`config.mk`:
```
export PLATFORM = sky130hd
export DESIGN_NAME = serial_byte_loader_flat
export DESIGN_NICKNAME = d
export VERILOG_FILES = /design/src/rtl/serial_pkg.sv /design/src/rtl/serial_byte_loader_if.sv /design/src/rtl/serial_byte_loader_shift_reg.sv /design/src/rtl/serial_byte_loader.sv /design/src/flat_wrapper.sv
export SDC_FILE = /design/constraint.sdc
export NUM_CORES = 1
export LEC_CHECK = 0
export BUFFER_PORTS_ARGS = -buffer_cell sky130_fd_sc_hd__buf_2
export CAP_MARGIN = 40
export CORE_UTILIZATION = 30
export DETAILED_ROUTE_END_ITERATION = 16
export GPL_ROUTABILITY_DRIVEN = 0
export PLACE_DENSITY = 0.54
export SLEW_MARGIN = 20
export SYNTH_ARGS = -nofsm -noshare
export SYNTH_HDL_FRONTEND = slang
export SYNTH_SLANG_ARGS = --single-unit
```
`constraint.sdc`:
```
create_clock -name clk -period 3.3 [get_ports clk]
set_clock_uncertainty 0.1 [all_clocks]
set_input_delay 0.66 -clock clk [delete_from_list [all_inputs] [get_ports clk]]
set_output_delay 0.66 -clock clk [all_outputs]
set_load 0.005 [all_outputs]
```
`src/rtl/serial_pkg.sv`:
```
// Shared types for the serial byte loader: FSM state encoding and bit counter sizing.
package serial_pkg;

  typedef enum logic {
    IDLE  = 1'b0,
    SHIFT = 1'b1
  } state_t;

  localparam int MAX_DATA_W = 16;
  // Counter must reach DATA_W+1 when a parity bit follows the data bits.
  localparam int CNT_W_MAX  = $clog2(MAX_DATA_W + 2);

  function automatic int cnt_width(input int data_w);
    return $clog2(data_w + 2);
  endfunction

endpackage

```
`src/rtl/serial_byte_loader_if.sv`:
```
// Serial input, word output handshake and status bundle of serial_byte_loader.
// Handshake: a word transfers on a rising edge where data_valid && data_ready.
interface serial_byte_loader_if #(parameter int DATA_W = 8);
  import serial_pkg::*;

  logic              sin_bit;
  logic              sin_valid;
  logic              sin_start;
  logic [DATA_W-1:0] data_out;
  logic              data_valid;
  logic              data_ready;
  logic              busy;
  logic              overrun;
  logic              parity_err;
  state_t            state;

  modport master (
    output sin_bit, sin_valid, sin_start, data_ready,
    input  data_out, data_valid, busy, overrun, parity_err, state
  );

  modport slave (
    input  sin_bit, sin_valid, sin_start, data_ready,
    output data_out, data_valid, busy, overrun, parity_err, state
  );

endinterface

```
`src/rtl/serial_byte_loader_shift_reg.sv`:
```
// Shift register and bit counter for serial_byte_loader.
// SERIAL_BYTE_LOADER_PARITY_EN: word excludes the trailing parity bit.
module sbl_shift_reg #(
  parameter int DATA_W    = 8,
  parameter bit MSB_FIRST = 1'b1,
  parameter int CNT_W     = 4
) (
  input  logic              clk,
  input  logic              rst,
  input  logic              restart,
  input  logic              capture,
  input  logic              clear,
  input  logic              bit_in,
  output logic [DATA_W-1:0] word,
  output logic [CNT_W-1:0]  bit_cnt
);

  logic [DATA_W-1:0] sr;
  logic [DATA_W-1:0] shifted;
  logic [DATA_W-1:0] first;

  generate
    if (MSB_FIRST) begin : g_msb
      assign shifted = {sr[DATA_W-2:0], bit_in};
      assign first   = {{(DATA_W-1){1'b0}}, bit_in};
    end else begin : g_lsb
      assign shifted = {bit_in, sr[DATA_W-1:1]};
      assign first   = {bit_in, {(DATA_W-1){1'b0}}};
    end
  endgenerate

`ifdef SERIAL_BYTE_LOADER_PARITY_EN
  // The final frame bit is parity, so the data bits already sit in sr.
  assign word = sr;
`else
  assign word = shifted;
`endif

  always_ff @(posedge clk or posedge rst) begin
    if (rst) begin
      sr      <= '0;
      bit_cnt <= '0;
    end else if (restart) begin
      sr      <= first;
      bit_cnt <= CNT_W'(1);
    end else if (clear) begin
      bit_cnt <= '0;
    end else if (capture) begin
      sr      <= shifted;
      bit_cnt <= bit_cnt + CNT_W'(1);
    end
  end

endmodule

```
`src/rtl/serial_byte_loader.sv`:
```
// Bit-serial to word converter with a decoupled valid/ready output register.
// SERIAL_BYTE_LOADER_PARITY_EN adds a trailing even-parity bit per frame.
module serial_byte_loader
  import serial_pkg::*;
#(
  parameter int DATA_W    = 8,
  parameter bit MSB_FIRST = 1'b1
) (
  input logic                 clk,
  input logic                 rst,
  serial_byte_loader_if.slave bus
);

  localparam int CNT_W = cnt_width(DATA_W);
`ifdef SERIAL_BYTE_LOADER_PARITY_EN
  localparam int FRAME_LEN = DATA_W + 1;
`else
  localparam int FRAME_LEN = DATA_W;
`endif

  state_t            state;
  logic [CNT_W-1:0]  bit_cnt;
  logic [DATA_W-1:0] word;
  logic              last_bit;
  logic              restart;
  logic              capture;
  logic              word_ok;
  logic              out_free;

  always_comb begin
    last_bit = (state == SHIFT) && bus.sin_valid && (bit_cnt == CNT_W'(FRAME_LEN - 1));
    // A start flag on the final bit does not abort: completion takes priority.
    restart  = bus.sin_valid && bus.sin_start && !last_bit;
    capture  = (state == SHIFT) && bus.sin_valid && !restart;
    out_free = !bus.data_valid || bus.data_ready;
`ifdef SERIAL_BYTE_LOADER_PARITY_EN
    word_ok  = ((^word) == bus.sin_bit);
`else
    word_ok  = 1'b1;
`endif
  end

  sbl_shift_reg #(
    .DATA_W   (DATA_W),
    .MSB_FIRST(MSB_FIRST),
    .CNT_W    (CNT_W)
  ) u_shift (
    .clk    (clk),
    .rst    (rst),
    .restart(restart),
    .capture(capture),
    .clear  (last_bit),
    .bit_in (bus.sin_bit),
    .word   (word),
    .bit_cnt(bit_cnt)
  );

  always_ff @(posedge clk or posedge rst) begin
    if (rst) begin
      state          <= IDLE;
      bus.data_out   <= '0;
      bus.data_valid <= 1'b0;
      bus.overrun    <= 1'b0;
`ifdef SERIAL_BYTE_LOADER_PARITY_EN
      bus.parity_err <= 1'b0;
`endif
    end else begin
      case (state)
        IDLE:    if (restart)  state <= SHIFT;
        SHIFT:   if (last_bit) state <= IDLE;
        default: state <= IDLE;
      endcase

      if (last_bit && word_ok && out_free) begin
        bus.data_out   <= word;
        bus.data_valid <= 1'b1;
      end else if (bus.data_valid && bus.data_ready) begin
        bus.data_valid <= 1'b0;
      end

      if (last_bit && word_ok && !out_free) bus.overrun <= 1'b1;
`ifdef SERIAL_BYTE_LOADER_PARITY_EN
      bus.parity_err <= last_bit && !word_ok;
`endif
    end
  end

`ifndef SERIAL_BYTE_LOADER_PARITY_EN
  assign bus.parity_err = 1'b0;
`endif
  assign bus.busy  = (state == SHIFT);
  assign bus.state = state;

endmodule

```
`src/flat_wrapper.sv`:
```
// flat-port wrapper written by rule: the top's interface ports become plain ports
module serial_byte_loader_flat import serial_pkg::*;
#(
  parameter int DATA_W    = 8,
  parameter bit MSB_FIRST = 1'b1
)
  (clk, rst, bus_sin_bit, bus_sin_valid, bus_sin_start, bus_data_ready, bus_data_out, bus_data_valid, bus_busy, bus_overrun, bus_parity_err, bus_state);
  serial_byte_loader_if #(.DATA_W(DATA_W)) bus_i ();
  input logic clk;
  input logic rst;
  input wire logic [$bits(bus_i.sin_bit)-1:0] bus_sin_bit;
  input wire logic [$bits(bus_i.sin_valid)-1:0] bus_sin_valid;
  input wire logic [$bits(bus_i.sin_start)-1:0] bus_sin_start;
  input wire logic [$bits(bus_i.data_ready)-1:0] bus_data_ready;
  output wire logic [$bits(bus_i.data_out)-1:0] bus_data_out;
  output wire logic [$bits(bus_i.data_valid)-1:0] bus_data_valid;
  output wire logic [$bits(bus_i.busy)-1:0] bus_busy;
  output wire logic [$bits(bus_i.overrun)-1:0] bus_overrun;
  output wire logic [$bits(bus_i.parity_err)-1:0] bus_parity_err;
  output wire logic [$bits(bus_i.state)-1:0] bus_state;
  assign bus_i.sin_bit = bus_sin_bit;
  assign bus_i.sin_valid = bus_sin_valid;
  assign bus_i.sin_start = bus_sin_start;
  assign bus_i.data_ready = bus_data_ready;
  assign bus_data_out = bus_i.data_out;
  assign bus_data_valid = bus_i.data_valid;
  assign bus_busy = bus_i.busy;
  assign bus_overrun = bus_i.overrun;
  assign bus_parity_err = bus_i.parity_err;
  assign bus_state = bus_i.state;
  serial_byte_loader #(.DATA_W(DATA_W), .MSB_FIRST(MSB_FIRST)) u_core (.clk(clk), .rst(rst), .bus(bus_i));
endmodule
```
# ---- Word level (Yosys, flattened, before mapping)
# Index checks and enable logic that the tools add are counted.
dict set report word_totals {
  reg_bits 22
  input_bits 6
  output_inout_bits 13
}
dict set report op_classes {
  n_addsub 1
  eq_ne 2
  n_mux 11
  bitwise_logic 1
  reduce_logical 17
}
# cell count
set ops {}
lappend ops {{7-bit two-way mux} 3}
lappend ops {{4-bit two-way mux} 3}
lappend ops {{1-bit logical AND} 8}
lappend ops {{4-bit by 1-bit adder with 4-bit output (second input constant)} 1}
lappend ops {{4-bit by 3-bit equality test with 1-bit output (second input constant)} 1}
lappend ops {{1-bit logical NOT} 4}
lappend ops {{1-bit two-way mux} 4}
lappend ops {{2-bit nonzero test} 2}
lappend ops {{3-bit nonzero test} 1}
lappend ops {{2-bit inequality test (second input constant)} 1}
lappend ops {{1-bit one-hot mux with 2 select lines} 1}
lappend ops {{2-bit AND reduction} 1}
lappend ops {{1-bit logical OR} 1}
lappend ops {{1-bit inverter} 1}

# ---- Longest topological paths before layout
dict set report logic_depth {
  ltp_word 9
  mapped_depth 4
  mapped_depth_nobuf 4
}

# ---- Modules after synthesis
# From an unflattened synthesis, not the netlist that was laid out.
dict set report hier_totals {
  cells_unflattened 76
  area_unflattened_um2 977.2
}
# mod n_inst cells_per_inst area_per_inst_um2 seq_area_each_um2
set modules_own_cells {}
lappend modules_own_cells {sbl_shift_reg 1 41 500.5 275.3}
lappend modules_own_cells {serial_byte_loader 1 35 476.7 275.3}

# ---- Worst setup path before layout
# No wires, ideal clock.
dict set report synth_path {
  path_type {input -> register}
  from {in bus_sin_start}
  to {reg u_core.u_shift.sr[0]}
  t_arrival_ns 1.621
  required_time_ns 3.075
  path_slack_ns 1.454
  stages 4
  path_buffers 1
  cell_sequence {buf_2 o21ai_1 a41oi_4 mux2_2}
}
dict set report synth_via {
  elab_chain_len 6
}
# item line
set synth_rtl {}
lappend synth_rtl {{start: declaration} flat_wrapper.sv:13} ;# input wire logic [$bits(bus_i.sin_start)-1:0] bus_sin_start;
lappend synth_rtl {{1-bit logical AND (*) (2 in series)} serial_byte_loader.sv:33} ;# restart = bus.sin_valid && bus.sin_start && !last_bit;
lappend synth_rtl {{1-bit logical NOT} serial_byte_loader.sv:34} ;# capture = (state == SHIFT) && bus.sin_valid && !restart;
lappend synth_rtl {{1-bit logical AND} serial_byte_loader.sv:34}
lappend synth_rtl {{2-bit nonzero test (no line)} n/a}
lappend synth_rtl {{2-bit AND reduction (no line)} n/a}
lappend synth_rtl {{end signal: assignment} serial_byte_loader_shift_reg.sv:44} ;# sr <= first;
lappend synth_rtl {{end signal: assignment} serial_byte_loader_shift_reg.sv:49} ;# sr <= shifted;
lappend synth_rtl {{end: declaration} serial_byte_loader_shift_reg.sv:18} ;# logic [DATA_W-1:0] sr;
# Mark *: on every way between the ends. The rest lies on a longest branch, timed or not.
# A chain may end at the register's enable or synchronous reset.

# ---- Final worst setup path
dict set report layout_path {
  from {reg u_core.u_shift.bit_cnt[0]}
  to {reg u_core.bus.data_out[7]}
}
dict set report layout_via {
  elab_chain_len 3
}
# item line
set layout_rtl {}
lappend layout_rtl {{start: declaration} serial_byte_loader_shift_reg.sv:15} ;# output logic [CNT_W-1:0] bit_cnt
lappend layout_rtl {{start signal: assignment} serial_byte_loader_shift_reg.sv:50} ;# bit_cnt <= bit_cnt + CNT_W'(1);
lappend layout_rtl {{4-bit by 3-bit equality test with 1-bit output} serial_byte_loader.sv:31} ;# last_bit = (state == SHIFT) && bus.sin_valid && (bit_cnt == CNT_W'(FRAME_LEN - 1));
lappend layout_rtl {{1-bit logical AND} serial_byte_loader.sv:31}
lappend layout_rtl {{1-bit logical AND} serial_byte_loader.sv:74} ;# if (last_bit && word_ok && out_free) begin
lappend layout_rtl {{end signal: assignment} serial_byte_loader.sv:75} ;# bus.data_out <= word;
lappend layout_rtl {{end: declaration} serial_byte_loader_if.sv:24} ;# output data_out, data_valid, busy, overrun, parity_err, state
# Every way passes these cells.

==> run_results.csv <==
group,metric,value,unit
final_layout,utilization,0.387,
grt,gr-max-usage-layer,"met2",
grt,met2_usage,0.160,
clock_tree,postCtsHoldBufs,0,
logic_synthesis,yosys.area_share.simple,0.134,
hold_path,worstHoldPathType,"in2async",
power_and_ir_drop,power_density,699,nW/um2
logic_synthesis,synth_top_family_by_area,"multiplexers",
logic_synthesis,syn-mean-instance-area,12.0,um2
run,drv_cap,0,
clock_tree,cts_tree,"yes",
grt,grt_pass1_vias,595,
detailed_routing,wl_per_cell,12.0,um
sta,finalMaxSlewViolations,0,
power_and_ir_drop,power_leakage,0.631,nW
logic_synthesis,synthesis.area,1020,um2
sta,hold_slack,0.154,ns
final_layout,areaGrowthSynthToFinish,18.7,%
setup_path,arrival,2.06,ns
logic_synthesis,ys_seq_area_frac,0.540,
sta,fin_crit_sh,0.591,
final_layout,post-route-cell-area,1210,um2
die,row_count,20,
grt,grt_pass1_wl,2710,um
detailed_routing,first_pass_iters,3,
logic_synthesis,synth_xor_area_frac,0,
grt,globalRoute.totalOverflow,0,
setup_path,setup.worst_path.class,"reg2reg",
sta,rsz0062_at_grt,"false",
sta,min_period,1.95,ns
sta,setup-violations-final,0,
logic_synthesis,synth_cells,85,
setup_path,required,3.41,ns
logic_synthesis,synth.top_cells.by_area,"dfrtp_1 (54%), mux2_2 (9.9%), mux2i_1 (5.9%)",
sta,hold_viol,0,
sta,clock.fmax,512,MHz
logic_synthesis,synth_compound_gate_area_share,0.0933,
logic_synthesis,yosysUniqueCellTypes,28,
logic_synthesis,ys_ff_latch,22,
logic_synthesis,yosys.area.top_type,"dfrtp_1",
die,dieArea,3640,um2
grt,grt_usage,0.105,
final_layout,nets,110,
detailed_routing,finalWirelength,1760,um
sta,finalSetupTns,0,ns
setup_path,worst-path-max-fanout,8,
clock_tree,cts-root-buf,"clkbuf_4",
placed_design,dp_hpwl,1250,um
clock_tree,cts_resized,0,
clock_tree,numCtsBuffers,3,
logic_synthesis,yosys_warnings,0,
logic_synthesis,synthMuxAreaShare,0.158,
logic_synthesis,synth_top_area_share,0.540,
grt,met3_usage,0.0455,
detailed_routing,viasPerCell,4.45,
clock_tree,cts_setup_buffers,0,
run_status,status,"finished, final reports clean",
detailed_routing,antenna_left,0,
final_layout,nFillCells,318,
logic_synthesis,yosys.area_share.adder,0.0123,
grt,grt.met1_usage,0.135,
final_layout,final_layout_size_suffix_gt1_frac,0.353,
die,initial_utilization,0.326,
grt,grt_max_degree,19,
detailed_routing,initialDrtViolationCount,35,
die,die_w,60.3,um
setup_path,startpoint_type,"flip-flop",
clock_tree,clk_latency,0.31,ns
placed_design,postPlaceCellArea,1160,um2
clock_tree,htreeDepth,1,
die,die_h,60.3,um
die,io_pins,19,
clock_tree,clk_path_buf_depth,2,
detailed_routing,vias,649,
clock_tree,cts_sinks,22,
logic_synthesis,syn-num-nets,92,
power_and_ir_drop,p_total,0.846,mW
clock_tree,clk_pin_slew,0.12,ns
grt,antenna_found_initial,0,
detailed_routing,drc,0,
final_layout,antenna_cells,0,
placed_design,portBuffers,17,
power_and_ir_drop,irDropWorstVdd,343,uV
die,core_area,3130,um2
setup_path,end_kind,"flip-flop",
[power breakdown]
| part | switching, mW | total, mW | internal, mW | leakage [nW] |
|---|---|---|---|---|
| clock | 0.0837 | 0.206 | 0.123 | 0.0279 |
| combinational | 0.0982 | 0.216 | 0.118 | 0.315 |
| sequential | 0.0706 | 0.423 | 0.352 | 0.287 |
| total | 0.252 | 0.846 | 0.593 | 0.631 |
[worst max-delay path: stages, from the launching register on]
cell      delay, ns
dfrtp_1        0.45
ha_1           0.35
nand3b_4       0.14
nor3_4         0.42
mux2_2         0.38
[cells in the mapped netlist]
cell type	instances
a211oi_1	1
a21o_1	1
a21o_2	1
a21oi_1	1
a22o_1	1
a32o_1	2
a41oi_4	1
and2_1	1
and4_1	1
buf_2	1
buf_4	2
clkbuf_2	2
conb_1	1
dfrtp_1	22
ha_1	1
inv_1	8
mux2_2	9
mux2i_1	6
nand2_1	10
nand3b_4	1
nor2_1	4
nor2b_1	2
nor3_1	1
nor3_4	1
nor4b_1	1
o21ai_0	1
o21ai_1	1
or2_2	1
[through the flow]
step | instances | setup slack (ns)
global placement | 141 | 1.34
finish | 146 | 1.35
floorplan | 85 | 1.45
global route | 146 | 1.24
detailed placement | 142 | 1.32
CTS | 146 | 1.33
[per-layer routing]
metal  wire, um  up-vias
li1           -      318
met1        845      317
met2        823       12
met3         75        2
met4         11        0
met5          0        -
[state kept, by name, summed over array words and instances (netlist names)]
name                    cells
u_core.bus.data_out         8
u_core.u_shift.sr           7
u_core.u_shift.bit_cnt      4
u_core.bus.busy             1
u_core.bus.data_valid       1
u_core.bus.overrun          1
[area by class of cell]
type                       count  area [um2]  area share
tap                           44        55.1      0.0455
sequential                    22         551       0.455
clock buffer                   3        22.5      0.0186
inverter                       8        30.0      0.0248
timing repair buffer          18         113      0.0931
clock inverter                 1        30.0      0.0248
multi-input combinational     50         409       0.338
[final timing paths]
path | startpoint | endpoint | slack, ns | depth (start not counted)
min | rst | u_core.bus.overrun$_DFFE_PP0P_ | 0.15 | 2
max in group asynchronous | rst | u_core.u_shift.bit_cnt[3]$_DFFE_PP0P_ | 2.58 | 3
max | u_core.u_shift.bit_cnt[0]$_DFFE_PP0P_ | u_core.bus.data_out[7]$_DFFE_PP0P_ | 1.35 | 4
min in group clk | u_core.bus.overrun$_DFFE_PP0P_ | u_core.bus.overrun$_DFFE_PP0P_ | 0.37 | 1
max reg2reg | u_core.u_shift.bit_cnt[0]$_DFFE_PP0P_ | u_core.bus.data_out[7]$_DFFE_PP0P_ | 1.35 | 4
min reg2reg | u_core.bus.overrun$_DFFE_PP0P_ | u_core.bus.overrun$_DFFE_PP0P_ | 0.37 | 1
[cells in the final DEF, fill, tap and decap left out, drive strengths merged, types with 3 or more instances in the layout]
cell / n
buf: 18
clkbuf: 3
dfrtp: 22
inv: 8
mux2: 9
mux2i: 6
nand2: 10
nor2: 4
[kinds of logic after synthesis]
family          count (synthesis)
compound gates                 10
fa+ha+maj                       1
buf+inv                        13
flops                          22
mux                            15
other cells                     1
simple gates                   23
Power figures use the tool's default switching activity.
